==> src/rtl/mux_rr_source.sv <==
// Round-robin source for the 2:1 mux: two valid/ready channels are each
// buffered in a small FIFO and granted alternately into one output register.
module mux_rr_source_fifo #(
    parameter int DATA_W = 4,
    parameter int DEPTH  = 2,
    parameter int CW     = $clog2(DEPTH) + 1
) (
    input  logic              clk,
    input  logic              reset,
    input  logic [DATA_W-1:0] in_data,
    input  logic              in_valid,
    output logic              in_ready,
    input  logic              pop,
    output logic [DATA_W-1:0] head,
    output logic [CW-1:0]     count
);
    localparam int PW = $clog2(DEPTH);
    localparam logic [CW-1:0] FULL = CW'(DEPTH);

    logic [DATA_W-1:0] mem [DEPTH];
    logic [PW-1:0]     rptr, wptr;
    logic              push;

    // Ready looks at occupancy only, so a full FIFO never passes through.
    assign in_ready = (count != FULL);
    assign push     = in_valid && in_ready;
    assign head     = mem[rptr];

    always_ff @(posedge clk) begin
        if (reset) begin
            rptr  <= '0;
            wptr  <= '0;
            count <= '0;
        end else begin
            if (push) wptr <= wptr + 1'b1;
            if (pop)  rptr <= rptr + 1'b1;
            case ({push, pop})
                2'b10:   count <= count + 1'b1;
                2'b01:   count <= count - 1'b1;
                default: ;
            endcase
        end
    end

    always_ff @(posedge clk) begin
        if (push) mem[wptr] <= in_data;
    end
endmodule

module mux_rr_source #(
    parameter int DATA_W = 4,
    parameter int DEPTH  = 2
) (
    input  logic                       clk,
    input  logic                       reset,
    input  logic [DATA_W-1:0]          a_in_data,
    input  logic                       a_in_valid,
    output logic                       a_in_ready,
    input  logic [DATA_W-1:0]          b_in_data,
    input  logic                       b_in_valid,
    output logic                       b_in_ready,
    output logic [DATA_W-1:0]          a,
    output logic [DATA_W-1:0]          b,
    output logic                       sel,
    output logic                       out_valid,
    input  logic                       out_ready,
    output logic [$clog2(DEPTH):0]     a_count,
    output logic [$clog2(DEPTH):0]     b_count
);
    localparam int NUM_LANES = 2;
    localparam int CW        = $clog2(DEPTH) + 1;

    // Lane 0 is channel A, lane 1 is channel B.
    logic [NUM_LANES-1:0][DATA_W-1:0] in_data, head;
    logic [NUM_LANES-1:0][CW-1:0]     count;
    logic [NUM_LANES-1:0]             in_valid, in_ready, pop, nonempty;
    logic                             slot_free, grant_a, grant_b, last_a;

    assign in_data  = {b_in_data, a_in_data};
    assign in_valid = {b_in_valid, a_in_valid};
    assign a_in_ready = in_ready[0];
    assign b_in_ready = in_ready[1];
    assign a_count    = count[0];
    assign b_count    = count[1];

    genvar i;
    generate
        for (i = 0; i < NUM_LANES; i++) begin : g_lane
            mux_rr_source_fifo #(.DATA_W(DATA_W), .DEPTH(DEPTH), .CW(CW)) u_fifo (
                .clk      (clk),
                .reset    (reset),
                .in_data  (in_data[i]),
                .in_valid (in_valid[i]),
                .in_ready (in_ready[i]),
                .pop      (pop[i]),
                .head     (head[i]),
                .count    (count[i])
            );
            assign nonempty[i] = (count[i] != '0);
        end
    endgenerate

    // On a tie the channel that did not win last time gets the slot.
    assign slot_free = !out_valid || out_ready;
    assign grant_a   = slot_free && nonempty[0] && (!nonempty[1] || !last_a);
    assign grant_b   = slot_free && nonempty[1] && !grant_a;
    assign pop       = {grant_b, grant_a};

    always_ff @(posedge clk) begin
        if (reset) begin
            a         <= '0;
            b         <= '0;
            sel       <= 1'b0;
            out_valid <= 1'b0;
            last_a    <= 1'b0;
        end else begin
            if (grant_a) begin
                a      <= head[0];
                sel    <= 1'b1;
                last_a <= 1'b1;
            end else if (grant_b) begin
                b      <= head[1];
                sel    <= 1'b0;
                last_a <= 1'b0;
            end
            if (grant_a || grant_b)
                out_valid <= 1'b1;
            else if (out_valid && out_ready)
                out_valid <= 1'b0;
        end
    end
endmodule

==> config.mk <==
export PLATFORM = sky130hd
export DESIGN_NAME = mux_rr_source
export DESIGN_NICKNAME = d
export VERILOG_FILES = /design/src/rtl/mux_rr_source.sv
export SDC_FILE = /design/constraint.sdc
export NUM_CORES = 1
export LEC_CHECK = 0
export CORE_MARGIN = 5
export CORE_UTILIZATION = 38
export DETAILED_ROUTE_END_ITERATION = 8
export PLACE_DENSITY = 0.64
export SLEW_MARGIN = 20
export SYNTH_ARGS = -nofsm -noshare
export SYNTH_HDL_FRONTEND = slang
export SYNTH_SLANG_ARGS = --single-unit
==> constraint.sdc <==
create_clock -name clk -period 1.95 [get_ports clk]
set_clock_uncertainty 0.05 [all_clocks]
set_input_delay 0.39 -clock clk [delete_from_list [all_inputs] [get_ports clk]]
set_output_delay 0.39 -clock clk [all_outputs]
set_load 0.1 [all_outputs]
# --- Yosys cells after proc, flatten, opt, wreduce, memory -nomap -nowiden ---
# Memories as Yosys holds them, arrays and structs flattened. A register that Yosys moved wholly into a read port is not among the register bits.
# Index checks and enable logic that the tools add are counted.
totals:
  n_memories: 2
  ramBits: 16
  out_inout_bits: 16
  reg_bits: 10
op_classes:
  reduce_logical: 21
  n_mux: 10
  eq_ne: 6
  n_addsub: 8
  n_bitwise: 1
memory_table:
  columns: ["name", "depth", "width", "rd", "rd_clocked_by_memory_dff", "wr", "line", "text"]
  rows:
  - ["g_lane[0].u_fifo.mem", 2, 4, 1, 1, 1, "20", "logic [DATA_W-1:0] mem [DEPTH];"]
  - ["g_lane[1].u_fifo.mem", 2, 4, 1, 1, 1, "20", null]
ops:
  columns: ["operator", "count"]
  rows:
  - ["nonzero test 2 bit", 6]
  - ["two-way mux 1 bit", 8]
  - ["case mux 2 bit (2 select lines)", 2]
  - ["logical AND 1 bit", 7]
  - ["adder 1 bit, second input constant", 4]
  - ["adder 2 x 1 -> 2 bit, second input constant", 2]
  - ["== test 2 x 1 -> 1 bit, second input constant", 2]
  - ["== test 2 bit, second input constant", 2]
  - ["logical NOT 1 bit", 4]
  - ["inequality test 2 bit, second input constant", 2]
  - ["subtractor 2 x 1 -> 2 bit, second input constant", 2]
  - ["logical OR 1 bit", 3]
  - ["AND reduction 2 bit", 1]
  - ["NOT 1 bit", 1]

# --- Logic depth before layout (Yosys ltp) ---
# Gate-level depths: netlist of the first run.
logic_depth:
  word_depth: 8
  depth_mapped: 7
  ltp_nobuf: 7

# --- Cells and area by module ---
# From an unflattened synthesis of the first run, not the netlist that was laid out.
unflattened:
  cells_unflattened: 115
  area_unflattened_um2: 1476.4
modules_own_cells:
  columns: ["mod", "cells_per_inst", "area_each_um2", "instances"]
  rows:
  - ["mux_rr_source_fifo", 34, 494.2, 2]
  - ["mux_rr_source", 47, 488.0, 1]

# --- Worst setup path before layout of the first run ---
# Ideal clock, no wire load.
synth_timing:
  path_kind: "flip-flop to flip-flop"
  startpoint: "reg g_lane[1].u_fifo.count[0]"
  endpoint: "reg g_lane[1].u_fifo.count[1]"
  stages_incl_launch_ff: 6
  n_path_buf: 0
  t_required_ns: 1.830
  setup_time_ns: 0.070
  arrival_time_ns: 2.931
  slack_ns: -1.101
  path_cell_list: "dfxtp_1 > nand2b_1 > nand2_1 > ha_1 > or3_1 > a21oi_1"
synth_via:
  word_cells_on_any_way: 15
  classes_between: "add/sub (2); eq/ne (3); mux (1); reduce/logical (9)"
synth_rtl:
  columns: ["element", "line", "text"]
  rows:
  - ["start: declaration", "15", "output logic [CW-1:0] count"]
  - ["start signal: assignment", "38", "2'b10: count <= count + 1'b1;"]
  - ["start signal: assignment", "39", "2'b01: count <= count - 1'b1;"]
  - ["inequality test 2 bit (*)", "25", "assign in_ready = (count != FULL);"]
  - ["net b_in_ready", "61", "output logic b_in_ready,"]
  - ["logical AND 1 bit (*)", "26", "assign push = in_valid && in_ready;"]
  - ["== test 2 x 1 -> 1 bit or == test 2 bit (tied branches)", "37", "case ({push, pop})"]
  - ["case mux 2 bit (2 select lines) or nonzero test 2 bit (tied branches)", null, null]
# The timed path passes the listed nets; every way through them passes the cells marked *.
# A chain may end at the register's enable or synchronous reset.

# --- Worst setup path after layout of the first run ---
layout_timing:
  startpoint: "reg g_lane[1].u_fifo.count[1]"
  endpoint: "reg g_lane[0].u_fifo.count[1]"
layout_via:
  elab_chain_len: 6
  word_cells_on_any_way: 8
  classes_between: "eq/ne (2); mux (1); reduce/logical (5)"
layout_rtl:
  columns: ["element", "line", "text"]
  rows:
  - ["nonzero test 2 bit (*)", "99", "assign nonempty[i] = (count[i] != '0);"]
  - ["logical NOT 1 bit (*)", "105", "assign grant_a = slot_free && nonempty[0] && (!nonempty[1] || !last_a);"]
  - ["logical OR 1 bit (*)", "105", null]
  - ["logical AND 1 bit (*)", "105", null]
  - ["net g_lane[0].u_fifo.pop", "13", "input logic pop,"]
  - ["== test 2 x 1 -> 1 bit or == test 2 bit (tied branches)", "37", null]
  - ["case mux 2 bit (2 select lines) or nonzero test 2 bit (tied branches)", null, null]
  - ["end signal: assignment", "38", null]
  - ["end signal: assignment", "39", null]
  - ["end: declaration", "15", null]
# Marked as above.

==> results of run 1 <==
## kinds of logic after synthesis
logic type | share of synthesized area, %
AO/OA/AOI/OAI | 8.45
XOR/XNOR | 2.49
adder cells (fa/ha/maj) | 1.78
buffers and inverters | 2.94
flip-flops | 59.8
multiplexers | 10.9
AND/OR/NAND/NOR | 13.7
## area by class of cell
| cell class | instances | share of cell area [%] |
|---|---|---|
| clock inverters | 3 | 0.795 |
| repair buffers | 38 | 21.0 |
| inverters | 8 | 1.59 |
| clock buffers | 5 | 3.36 |
| well taps | 48 | 2.94 |
| multi-input cells | 71 | 28.1 |
| flip-flops and latches | 34 | 42.2 |
## tightest hold or removal path: stages, from the launching register on
cell	delay, ps
dfxtp_1	320
inv_1	50
a211oi_1	50
## what timing repair did
action	in CTS	in global routing
setup buffers	0	0
setup endpoints to repair	0	1
gates resized for setup	0	1
hold buffers	0	0
## worst min-delay path by stage
stage                      start                              endpoint  slack, ps
2_1_floorplan       a_in_data[0]  g_lane[0].u_fifo.mem[0][0]$_DFFE_PP_        440
3_3_place_gp   a[2]$_SDFFE_PP0P_                     a[2]$_SDFFE_PP0P_        410
3_5_place_dp   a[1]$_SDFFE_PP0P_                     a[1]$_SDFFE_PP0P_        410
4_1_cts        a[2]$_SDFFE_PP0P_                     a[2]$_SDFFE_PP0P_        420
5_1_grt        a[2]$_SDFFE_PP0P_                     a[2]$_SDFFE_PP0P_        450
6_report       a[2]$_SDFFE_PP0P_                     a[2]$_SDFFE_PP0P_        420
## sequential cells by signal, summed over array words and instances (netlist names)
| signal | cells |
|---|---|
| b | 4 |
| g_lane.u_fifo.wptr | 2 |
| last_a | 1 |
| out_valid | 1 |
| g_lane.u_fifo.count | 4 |
| a | 4 |
| g_lane.u_fifo.mem | 16 |
| g_lane.u_fifo.rptr | 2 |
## stage by stage
step                      cells  worst slack (ps)  setup TNS (ps)  instance area, um2
final                       207               109               0                2050
after global routing        207              31.1               0                2050
after CTS                   207              38.4               0                2040
after detailed placement    199              -253            -566                1960
after global placement      199              -212            -426                1960
after floorplan             116            0.0285               0                1480
## cells in the final DEF, fill, tap and decap left out, types with 4 or more instances in the layout
master           count
buf_4               17
edfxtp_1            16
dfxtp_1             12
clkdlybuf4s50_1     11
nor2_1               9
buf_12               9
inv_1                6
nor2b_1              6
mux2_1               6
dfxtp_4              6
a21oi_1              5
clkbuf_8             5
mux2_2               4
nor4_1               4
a211oi_1             4
mux2i_1              4
## routing by layer
metal | share of wire, % | global-route usage (%) | vias up
met3 | 4.9 | 3.98 | 5
li1 | - | - | 499
met5 | 0 | 0 | -
met2 | 51 | 21.0 | 23
met4 | 1.1 | 3.76 | 0
met1 | 43 | 13.0 | 462
==> qor.yml, run 1 <==
required_ps: 2100
worstMarginPinSlew_ps: 422
synth_common_cells: "dfxtp_1, edfxtp_1, nor2_1"
grt_max_degree: 14
layout_min_cycle_time_ps: 1840
hold_class: "reg2reg"
grt_usage_pct: 11.7
cp-end-kind: "flop"
insertion_delay_ps: 270
max_stage_delay_ps: 410
yosysTopAreaCell: "edfxtp_1"
rsz0062_at_grt: "no"
grt_pass1_vias: 1051
antennaDiodeCount: 0
synth_most_common_cell: "dfxtp_1"
fmax_mhz: 543
die_area_um2: 5020
crit_path_end: "g_lane[0].u_fifo.count[1]$_SDFFE_PP0P_"
cts_buffers: 5
placementRows: 22
yosysWarnings: 0
nFillCells: 328
async_flop_share_pct: 0
critPathLaunch: "g_lane[1].u_fifo.count[1]$_SDFFE_PP0P_"
root_buffer: "clkbuf_8"
htree_levels: 2
core-area_um2: 3630
fin_crit_sh_pct: 94.4
cp_cell_sequence: "o21a_1, or3_4, inv_4, ha_4, xnor2_1, or3_1, a21oi_1"
drc: 0
final_core_util_pct: 56.3
synth_top_area_share_pct: 34.2
tritoncts: "done"
grt.overflow.total: 0
timing.rr.start: "g_lane[1].u_fifo.count[1]$_SDFFE_PP0P_"
syn_to_final_growth_pct: 45.5
min_path_cells: 2
dr_total_vias: 989
maxCapViolCount: 0
synthTopCellsByArea: "edfxtp_1, dfxtp_1, mux2_1, mux2_2, nor2b_1"
synthFlopType: "dfxtp_1"
multiInputGateArea_um2: 574
ios: 29
synth-seq-cells: 34
netlist_area_um2: 1410
path_class: "reg2reg"
ys_types: 29
drive_above_1_share_pct: 35.2
grt_pass1_wl_um: 4600
cp_top_family: "simple AND/OR/NAND/NOR gates"
cp_slowest_cell: "or3_4"
clock_sinks: 34
r2r-end: "g_lane[0].u_fifo.count[1]$_SDFFE_PP0P_"
status: "complete, no violations"
r2r_cells: 7
crit_buf_inv: 1
slew_headroom_pct: 71.8
holdWs_ps: 423
critical_path_arrival_ps: 2000
worstSetupPathDepth: 7
nNetsFinal: 173
start_kind: "flop"
syn_area_per_cell_um2: 12.1
drt_wl_total_um: 2740
antenna_found_initial: 0
synth.yosys.seq_area_share_pct: 59.8
dp_hpwl_um: 2170
drt-initial-drc-count: 35
vias_per_cell: 4.78
setup_viol: 0
seq_area_um2: 863
final-hold-violation-count: 0
rrSetupSlack_ps: 110
synthCells: 116
die_h_um: 70.8
slew_viol_final: 0
wire_per_inst_um: 13.2
crit_fanout: 5
clockBufferDepth: 2
synth_edf_count: 16
dieWidth_um: 70.8
path_clk_slew_ps: 70
portBuffers: 28
globalplace.congestion: 0.709
first_pass_iters: 4
initial_core_util_pct: 38.7
synth_nets: 131
ant_nets: 0
Power of run 1 is not shown: default switching activity piles up to over one toggle a cycle in this logic, so the estimate is an artifact.
==> run 2: changes to the inputs <==
--- a/config.mk
+++ b/config.mk
@@ -5,10 +5,11 @@
 export SDC_FILE = /design/constraint.sdc
 export NUM_CORES = 1
 export LEC_CHECK = 0
+export ABC_CLOCK_PERIOD_IN_PS = 1950
 export CORE_MARGIN = 5
 export CORE_UTILIZATION = 38
 export DETAILED_ROUTE_END_ITERATION = 8
-export PLACE_DENSITY = 0.64
+export GPL_TIMING_DRIVEN = 0
 export SLEW_MARGIN = 20
 export SYNTH_ARGS = -nofsm -noshare
 export SYNTH_HDL_FRONTEND = slang
==> qor.yml, run 2 (synthesis results as in run 1) <==
first_pass_iters: 4  # unchanged
ios: 29  # unchanged
min_path_cells: 2  # unchanged
rsz0062_at_grt: "yes"
antennaDiodeCount: 0  # unchanged
grt_usage_pct: 12.2  # +0.49 points
drive_above_1_share_pct: 28.1  # -7.1 points
status: "complete, no violations"
min_to: "a[0]$_SDFFE_PP0P_"
die_h_um: 70.8  # unchanged
cp-end-kind: "output port"
critPathLaunch: "out_valid$_SDFFE_PP0P_"
preCtsSetupSlack_ps: -331  # -77.6 ps
syn_to_final_growth_pct: 39.9
drc: 0  # unchanged
required_ps: 1510  # -590 ps
grt_pass1_wl_um: 4650  # +1.2%
htree_levels: 2  # unchanged
worstMarginPinSlew_ps: 964  # +541 ps
dieWidth_um: 70.8  # unchanged
initial_core_util_pct: 38.7  # unchanged
ant_nets: 0  # unchanged
stdcell_area_um2: 1970  # -3.8%
globalplace.congestion: 0.694  # -2.1%
timing.rr.start: "g_lane[1].u_fifo.count[1]$_SDFFE_PP0P_"
grt_max_degree: 12  # -2
largest_reg_flops: 16  # unchanged
worstHoldStart: "a[0]$_SDFFE_PP0P_"
slew_headroom_pct: 36.0  # -36 points
ctsHoldBuffers: 0  # unchanged
fmax_mhz: 523  # -3.8%
core-area_um2: 3630  # unchanged
root_buffer: "clkbuf_8"
cts_buffers: 5  # unchanged
fin_setup_tns_ps: 0  # unchanged
start_kind: "flop"
final-hold-violation-count: 0  # unchanged
maxCapViolCount: 0  # unchanged
drt-initial-drc-count: 30  # -14%
crit_fanout: 3  # -2
path_class: "reg2out"
setup_viol: 0  # unchanged
cp_slowest_cell: "dlygate4sd2_1"
vias_per_cell: 4.84  # +1.3%
layout_min_cycle_time_ps: 1910  # +72.3 ps
rrSetupSlack_ps: 60  # -50 ps
crit_buf_inv: 1  # unchanged
antenna_found_initial: 0  # unchanged
layoutNonFillerInstCount: 201  # -2.9%
placedInstanceArea_um2: 1820  # -7.0%
portBuffers: 28  # unchanged
fin_crit_sh_pct: 98.1  # +3.7 points
path_clk_slew_ps: 70  # about the same
nNetsFinal: 167  # -3.5%
placementRows: 22  # unchanged
grt_pass1_vias: 1077  # +2.5%
r2r-end: "g_lane[0].u_fifo.count[1]$_SDFFE_PP0P_"
critical_path_arrival_ps: 1470  # -530 ps
dp_hpwl_um: 2080  # -4.0%
wire_per_inst_um: 13.8  # +4.0%
grt.overflow.total: 0  # unchanged
clock_sinks: 34  # unchanged
clockBufferDepth: 2  # unchanged
r2r_cells: 7  # unchanged
tritoncts: "done"
cp_top_family: "buffers and inverters"
final_common_cell: "edfxtp_1"
mostFrequentLayoutCells: "edfxtp_1, dfxtp_1, clkdlybuf4s50_1"
setup_slack_ps: 36.4  # -72.3 ps
insertion_delay_ps: 290  # +20 ps
top_register: "g_lane.u_fifo.mem"
drt_wl_total_um: 2770  # +0.99%
max_stage_delay_ps: 840  # +430 ps
cp_cell_sequence: "dlygate4sd2_1"
hold_class: "reg2reg"
slew_viol_final: 0  # unchanged
placed_cells: 192  # -3.5%
dr_total_vias: 973  # -1.6%
die_area_um2: 5020  # unchanged
==> run 2: layout make-up <==
class / instances / area, um2
Multi-Input combinational cell: 71 / 587
Tap cell: 48 / 60.1
Clock buffer: 6 / 82.6
Clock inverter: 2 / 60.1
Sequential cell: 34 / 863
Fill cell: 330 / 1670
Buffer: 3 / 11.3
Timing Repair Buffer: 29 / 272
Inverter: 8 / 32.5
==> run 2: per-layer routing <==
metal	routed length (um)	share of wire (%)	track usage (%)
met5	0	0	0
met4	78	2.8	7.52
met3	168	6.1	4.12
met2	1410	51	22.0
met1	1110	40	11.9
==> run 2: how the worst max path moves through the flow <==
stage,endpoint,slack [ps],depth (start not counted)
after floorplan,g_lane[0].u_fifo.count[1]$_SDFFE_PP0P_,0.03,7
after global placement,g_lane[0].u_fifo.count[1]$_SDFFE_PP0P_,-300,8
after detailed placement,g_lane[0].u_fifo.count[1]$_SDFFE_PP0P_,-330,8
after CTS,a[2],5,1
after global routing,g_lane[0].u_fifo.count[1]$_SDFFE_PP0P_,-20,7
final,out_valid,40,1
==> run 2: per-stage QoR <==
step           util, %  hold WS [ps]
3_5_place_dp      50.1           415
6_report          54.2           419
2_1_floorplan        -           439
5_1_grt           54.2           450
4_1_cts           54.3           426
3_3_place_gp      50.1           408
==> run 2: what timing repair did <==
action                                  4_1_cts  5_1_grt
setup buffers                                 1        0
pin swaps                                     1        0
resized for setup                            32        9
endpoints found under the setup margin       17        7
Power of run 2 is left out for the same reason.
